--- config.mk ---
export PLATFORM = sky130hd
export DESIGN_NAME = mmu_weight_loader_flat
export DESIGN_NICKNAME = d
export VERILOG_FILES = /design/src/rtl/mmu_weight_loader_if.sv /design/src/rtl/mmu_weight_loader.sv /design/src/flat_wrapper.sv
export SDC_FILE = /design/constraint.sdc
export NUM_CORES = 1
export LEC_CHECK = 0
export BUFFER_PORTS_ARGS = -buffer_cell sky130_fd_sc_hd__buf_4
export CAP_MARGIN = 30
export CORE_ASPECT_RATIO = 1.25
export CORE_MARGIN = 2
export CORE_UTILIZATION = 55
export DETAILED_ROUTE_END_ITERATION = 8
export PLACE_DENSITY = 0.85
export SLEW_MARGIN = 0
export SYNTH_ARGS = -nofsm -noshare
export SYNTH_HDL_FRONTEND = slang
export SYNTH_SLANG_ARGS = --single-unit
--- constraint.sdc ---
create_clock -name clk -period 15.33 [get_ports clk]
set_clock_uncertainty 0.1 [all_clocks]
set_input_delay 1.533 -clock clk [delete_from_list [all_inputs] [get_ports clk]]
set_output_delay 1.533 -clock clk [all_outputs]
set_load 0.03 [all_outputs]
--- src/rtl/mmu_weight_loader_if.sv ---
// rtl/mmu_weight_loader_if.sv - weight stream, release handshake and PE-array write bus of the MMU weight loader
interface mmu_weight_loader_if #(
    parameter int DATA_WIDTH = 16,
    parameter int COLS       = 8
);
    logic                       wt_valid;
    logic                       wt_ready;
    logic [COLS*DATA_WIDTH-1:0] wt_data;
    logic                       release_valid;
    logic                       release_ready;
    logic                       global_w_wen;
    logic [COLS-1:0]            w_wen;
    logic [COLS*DATA_WIDTH-1:0] w_data;
    logic                       w_invalid;
    logic                       active_valid;
    logic                       shadow_valid;
    logic                       busy;

    modport master (
        output wt_valid, wt_data, release_valid,
        input  wt_ready, release_ready, global_w_wen, w_wen, w_data,
               w_invalid, active_valid, shadow_valid, busy
    );

    modport slave (
        input  wt_valid, wt_data, release_valid,
        output wt_ready, release_ready, global_w_wen, w_wen, w_data,
               w_invalid, active_valid, shadow_valid, busy
    );
endinterface

--- src/rtl/mmu_weight_loader.sv ---
// rtl/mmu_weight_loader.sv - buffers one weight tile and bursts it into the PE array; MMU_WEIGHT_LOADER_PERF_EN adds perf counters
module mmu_weight_loader #(
    parameter int DATA_WIDTH = 16,
    parameter int ROWS       = 8,
    parameter int COLS       = 8
) (
    input  logic                  clk,
    input  logic                  rstn,
    mmu_weight_loader_if.slave    bus
`ifdef MMU_WEIGHT_LOADER_PERF_EN
    ,
    output logic [31:0]           perf_tiles,
    output logic [31:0]           perf_fill_stall,
    output logic [31:0]           perf_shadow_block
`endif
);
    localparam int CW = $clog2(ROWS + 1);
    localparam int IW = (ROWS > 1) ? $clog2(ROWS) : 1;
    localparam logic [CW-1:0] ROWS_C = CW'(ROWS);

    localparam logic [1:0] S_IDLE   = 2'd0;
    localparam logic [1:0] S_FILL   = 2'd1;
    localparam logic [1:0] S_STREAM = 2'd2;
    localparam logic [1:0] S_SETTLE = 2'd3;

    logic [1:0]                 state;
    logic [CW-1:0]              beat_cnt;
    logic [CW-1:0]              str_cnt;
    logic [COLS*DATA_WIDTH-1:0] buffer [ROWS];
    logic                       active_valid;
    logic                       shadow_valid;
    logic                       global_w_wen;
    logic [COLS-1:0]            w_wen;
    logic [COLS*DATA_WIDTH-1:0] w_data;
    logic                       w_invalid;
    logic                       wt_ready;
    logic                       release_ready;
    logic                       wt_fire;
    logic                       rel_fire;

    // A pending shadow tile blocks new data so it is never overwritten before release.
    assign wt_ready      = (state == S_IDLE || state == S_FILL) && !shadow_valid && (beat_cnt < ROWS_C);
    assign release_ready = (state == S_IDLE);
    assign wt_fire       = bus.wt_valid && wt_ready;
    assign rel_fire      = bus.release_valid && release_ready;

    assign bus.wt_ready      = wt_ready;
    assign bus.release_ready = release_ready;
    assign bus.global_w_wen  = global_w_wen;
    assign bus.w_wen         = w_wen;
    assign bus.w_data        = w_data;
    assign bus.w_invalid     = w_invalid;
    assign bus.active_valid  = active_valid;
    assign bus.shadow_valid  = shadow_valid;
    assign bus.busy          = (state != S_IDLE);

    always_ff @(posedge clk) begin
        if (wt_fire) begin
            buffer[beat_cnt[IW-1:0]] <= bus.wt_data;
        end
    end

    always_ff @(posedge clk or negedge rstn) begin
        if (!rstn) begin
            state        <= S_IDLE;
            beat_cnt     <= '0;
            str_cnt      <= '0;
            global_w_wen <= 1'b0;
            w_wen        <= '0;
            w_data       <= '0;
            w_invalid    <= 1'b0;
            active_valid <= 1'b0;
            shadow_valid <= 1'b0;
        end else begin
            w_invalid <= rel_fire;
            if (wt_fire) begin
                beat_cnt <= beat_cnt + 1'b1;
            end
            if (rel_fire) begin
                if (shadow_valid) begin
                    shadow_valid <= 1'b0;
                end else begin
                    active_valid <= 1'b0;
                end
            end
            case (state)
                S_IDLE: begin
                    if (wt_fire) begin
                        state <= S_FILL;
                    end
                end
                S_FILL: begin
                    if (beat_cnt == ROWS_C) begin
                        state        <= S_STREAM;
                        global_w_wen <= 1'b1;
                        w_wen        <= '1;
                        w_data       <= buffer[0];
                        str_cnt      <= CW'(1);
                    end
                end
                S_STREAM: begin
                    // Registered outputs lag the counter by one, so str_cnt==ROWS marks the last cycle.
                    if (str_cnt == ROWS_C) begin
                        state        <= S_SETTLE;
                        global_w_wen <= 1'b0;
                        w_wen        <= '0;
                        w_data       <= '0;
                    end else begin
                        w_data  <= buffer[str_cnt[IW-1:0]];
                        str_cnt <= str_cnt + 1'b1;
                    end
                end
                default: begin
                    if (!active_valid) begin
                        active_valid <= 1'b1;
                    end else begin
                        shadow_valid <= 1'b1;
                    end
                    beat_cnt <= '0;
                    state    <= S_IDLE;
                end
            endcase
        end
    end

`ifdef MMU_WEIGHT_LOADER_PERF_EN
    always_ff @(posedge clk or negedge rstn) begin
        if (!rstn) begin
            perf_tiles        <= '0;
            perf_fill_stall   <= '0;
            perf_shadow_block <= '0;
        end else begin
            if (state == S_STREAM && str_cnt == ROWS_C) begin
                perf_tiles <= perf_tiles + 32'd1;
            end
            // Only cycles actually waiting on upstream data count as stalls.
            if (state == S_FILL && !bus.wt_valid && beat_cnt < ROWS_C) begin
                perf_fill_stall <= perf_fill_stall + 32'd1;
            end
            if (bus.wt_valid && shadow_valid) begin
                perf_shadow_block <= perf_shadow_block + 32'd1;
            end
        end
    end
`endif
endmodule

--- src/flat_wrapper.sv ---
// flat-port wrapper written by rule: the top's interface ports become plain ports
module mmu_weight_loader_flat 
#(
    parameter int DATA_WIDTH = 16,
    parameter int ROWS       = 8,
    parameter int COLS       = 8
)
  (clk, rstn, bus_wt_valid, bus_wt_data, bus_release_valid, bus_wt_ready, bus_release_ready, bus_global_w_wen, bus_w_wen, bus_w_data, bus_w_invalid, bus_active_valid, bus_shadow_valid, bus_busy);
  mmu_weight_loader_if #(.DATA_WIDTH(DATA_WIDTH), .COLS(COLS)) bus_i ();
  input  logic clk;
  input  logic rstn;
  input wire logic [$bits(bus_i.wt_valid)-1:0] bus_wt_valid;
  input wire logic [$bits(bus_i.wt_data)-1:0] bus_wt_data;
  input wire logic [$bits(bus_i.release_valid)-1:0] bus_release_valid;
  output wire logic [$bits(bus_i.wt_ready)-1:0] bus_wt_ready;
  output wire logic [$bits(bus_i.release_ready)-1:0] bus_release_ready;
  output wire logic [$bits(bus_i.global_w_wen)-1:0] bus_global_w_wen;
  output wire logic [$bits(bus_i.w_wen)-1:0] bus_w_wen;
  output wire logic [$bits(bus_i.w_data)-1:0] bus_w_data;
  output wire logic [$bits(bus_i.w_invalid)-1:0] bus_w_invalid;
  output wire logic [$bits(bus_i.active_valid)-1:0] bus_active_valid;
  output wire logic [$bits(bus_i.shadow_valid)-1:0] bus_shadow_valid;
  output wire logic [$bits(bus_i.busy)-1:0] bus_busy;
  assign bus_i.wt_valid = bus_wt_valid;
  assign bus_i.wt_data = bus_wt_data;
  assign bus_i.release_valid = bus_release_valid;
  assign bus_wt_ready = bus_i.wt_ready;
  assign bus_release_ready = bus_i.release_ready;
  assign bus_global_w_wen = bus_i.global_w_wen;
  assign bus_w_wen = bus_i.w_wen;
  assign bus_w_data = bus_i.w_data;
  assign bus_w_invalid = bus_i.w_invalid;
  assign bus_active_valid = bus_i.active_valid;
  assign bus_shadow_valid = bus_i.shadow_valid;
  assign bus_busy = bus_i.busy;
  mmu_weight_loader #(.DATA_WIDTH(DATA_WIDTH), .ROWS(ROWS), .COLS(COLS)) u_core (.clk(clk), .rstn(rstn), .bus(bus_i));
endmodule
==> flow_summary_export.csv <==
group,metric,value,unit
outcome,status,"complete, no violations",
sta,setup_violations,0,
die,die-area,84640,um2
global_routing,grt.total_usage,25.98,%
power_and_ir_drop,vdd_drop_max,145.3,uV
sta,tightest_slew,1.051,ns
cts,tritoncts,"done",
routing,route.detailed.drc,0,
logic_synthesis,async_reset_ff_share,12.18,%
logic_synthesis,synthFlopType,"edfxtp_1",
run,cap_violations,0,
logic_synthesis,synth_edf_count,1024,
global_routing,grt_pass1_wl,161.3,mm
cts,numCtsBuffers,104,
logic_synthesis,netlist.top_cell.by_area,"edfxtp_1",
logic_synthesis,post_synth.cell_area_avg,21.12,um2
routing,wl,108.6,mm
global_routing,overflow,0,
sta,setup_ws,11.24,ns
power_and_ir_drop,leakage,18.05,nW
logic_synthesis,synthesis.nets,2284,
routing,wl_per_cell,30.16,um
cts,clk_pin_slew,0.06,ns
critical_path,startpoint,"u_core.str_cnt[2]$_DFFE_PN0P_",
sta,finalHoldViolations,0,
global_routing,antenna_found_initial,21,
cts,cts.sinks,1166,
critical_path,cp_num_buf_inv,2,
die,coreArea,81540,um2
critical_path,cp_common_cell,"buf_4",
logic_synthesis,synthTopCellsByArea,"edfxtp_1 68%, mux4_2 11%, dfrtp_1 7.8%",
sta,slew_headroom,29.93,%
placement,place_hpwl,56.81,mm
global_routing,grt_max_degree,130,
power_and_ir_drop,p_per_area,182.3,nW/um2
hold_path,worstHoldStart,"u_core.bus.w_data[23]$_DFFE_PN0P_",
logic_synthesis,yosysSeqAreaShare,75.77,%
critical_path,slowest_delay,0.95,ns
critical_path,start_kind,"register",
logic_synthesis,yosysWarningCount,0,
critical_path,path_cells,"buf_4 > buf_4 > mux4_1 > mux2_2 > a22oi_1 > a21oi_1",
power_and_ir_drop,power.total,0.009499,W
logic_synthesis,syn-instance-count,2144,
routing,drtIter0Drc,2936,
critical_path,setup.worst_path.class,"reg -> reg",
die,start_util,55.52,%
cts,worstSkewPairLatency,0.68,ns
die,io_pins,275,
sta,holdWs,0.3963,ns
sta,min_period,4.090,ns
hold_path,hold_path.class,"reg -> reg",
routing,num_vias,23360,
placement,io_buffers,274,
critical_path,path_max_fanout,69,
logic_synthesis,synth_top_area_share,67.92,%
routing,ant_nets,0,
die,die_h,324.8,um
placement,dp_slack,10.94,ns
cts,htree_levels,3,
final_layout,num-fill-cells,5008,
global_routing,grt_pass1_vias,24900,
die,rows,117,
critical_path,path_delay_family,"buffers and inverters",
sta,fin_crit_sh,26.68,%
sta,fmax,244.5,MHz
critical_path,arrival,4.50,ns
sta,rsz0062_at_grt,"false",
cts,cts-hold-fix-buffers,0,
routing,via_per_inst,6.483,
sta,slew_violations,0,
critical_path,timing.rr.start,"u_core.str_cnt[2]$_DFFE_PN0P_",
placement,place_area,48610,um2
cts,clock_path_buffers,3,
placement,place_congestion,0.7547,
logic_synthesis,synth_seq_cells,1166,
final_layout,fin_nets,2569,
critical_path,cp.required,15.74,ns
cts,clk_root_buffer_cell,"clkbuf_16",
routing,first_pass_iters,7,
final_layout,drive_gt1_share,29.30,%
die,die_w,260.6,um
cts,cts_resized,0,
critical_path,cp_slowest_cell,"dfrtp_4",
final_layout,syn_to_final_growth,15.09,%
final_layout,stdcell_area,52100,um2
sta,finalSetupTns,0,ns
cts,cts_setup_buffers,0,
logic_synthesis,syn-cell-area,45270,um2
critical_path,cp-end-kind,"register",
logic_synthesis,ys_types,41,
cell type report:
class	instances	area (um2)	area share [%]
Timing Repair Buffer	317	2804	5.382
Antenna cell	13	32.53	0.06244
Clock inverter	44	375.4	0.7204
Clock buffer	152	3005	5.768
Tap cell	1071	1340	2.572
Sequential cell	1166	34310	65.85
Inverter	115	439.2	0.8429
Multi-Input combinational cell	725	9796	18.80
Yosys cell counts (2+ instances only):
library cell and count:
dfrtp_1 142, a22o_1 2, nand2_1 7, buf_4 10, o221ai_1 106, nand4b_1 3, nor3_1 5, o21ai_0 6
clkbuf_1 58, a21oi_1 23, buf_2 39, o21a_1 105, mux2i_1 107, nor2_1 33, mux2_2 24, mux4_1 29
buf_6 27, a22oi_1 23, mux4_2 227, inv_1 115, o21bai_1 2, edfxtp_1 1024, ha_1 8, buf_1 2
cells in the final DEF (no fill, tap or decap), types with 3 or more instances in the layout:
master and n:
mux2_2 23, nand2_1 6, o21ai_0 6, edfxtp_1 1024
dfrtp_1 140, clkinv_1 13, clkbuf_8 18, o21a_1 105
nor2_4 3, clkbuf_1 28, inv_1 114, nand4b_1 3
clkinv_2 15, bufinv_16 4, buf_12 8, nor3_2 4
clkbuf_16 106, ha_1 7, a21oi_1 23, mux4_1 29
nor2_1 30, diode_2 13, o221ai_1 106, a22oi_1 23
mux4_2 227, clkinv_4 4, clkinvlp_4 3, mux2i_1 107
buf_16 16, buf_4 292
state kept, by name, summed over array words and instances, names as in the netlist:
signal and count:
u_core.beat_cnt 4, u_core.buffer 1024, u_core.bus.active_valid 1, u_core.bus.shadow_valid 1
u_core.bus.w_data 128, u_core.bus.w_invalid 1, u_core.bus.w_wen 1, u_core.state 2
u_core.str_cnt 4
worst register-to-register path: cells and delay by family, from the launching register on:
kind	cells	cell delay, ns
multiplexers	2	0.78
flip-flops	1	0.95
AO/OA/AOI/OAI	2	0.31
buffers and inverters	2	1.80
power breakdown:
group          internal, W  switching, W
Sequential         0.00379      0.000244
Combinational      0.00125       0.00165
Clock              0.00143       0.00114
metrics by stage:
step / instances / util (%)
2_1_floorplan: 2144 / -
3_3_place_gp: 3375 / 59.10
3_5_place_dp: 3391 / 59.61
4_1_cts: 3587 / 63.76
5_1_grt: 3599 / 63.89
6_report: 3603 / 63.90
layer usage:
layer | global-route usage, % | wire length, um
met5 | 0 | 129
met4 | 11.25 | 4061
met3 | 5.462 | 10210
met2 | 42.50 | 54420
met1 | 33.96 | 39830
cell families after synthesis:
family	share of synthesized area [%]
adder cells (fa/ha/maj)	0.2211
AND/OR/NAND/NOR	0.5915
buffers and inverters	2.775
XOR/XNOR	0.03870
AO/OA/AOI/OAI	4.638
flip-flops	75.77
multiplexers	15.96
final timing paths:
path	cells after the start	end	slack, ns
worst max-delay path	6	u_core.bus.w_data[125]$_DFFE_PN0P_	11.24
worst min-delay path	1	u_core.bus.w_data[23]$_DFFE_PN0P_	0.40
worst max register to register	6	u_core.bus.w_data[125]$_DFFE_PN0P_	11.24
worst min register to register	1	u_core.bus.w_data[23]$_DFFE_PN0P_	0.40
max in group asynchronous	4	u_core.bus.w_data[51]$_DFFE_PN0P_	13.12
min in group asynchronous	1	u_core.bus.w_data[6]$_DFFE_PN0P_	0.64
Power figures use the tool's default switching activity.
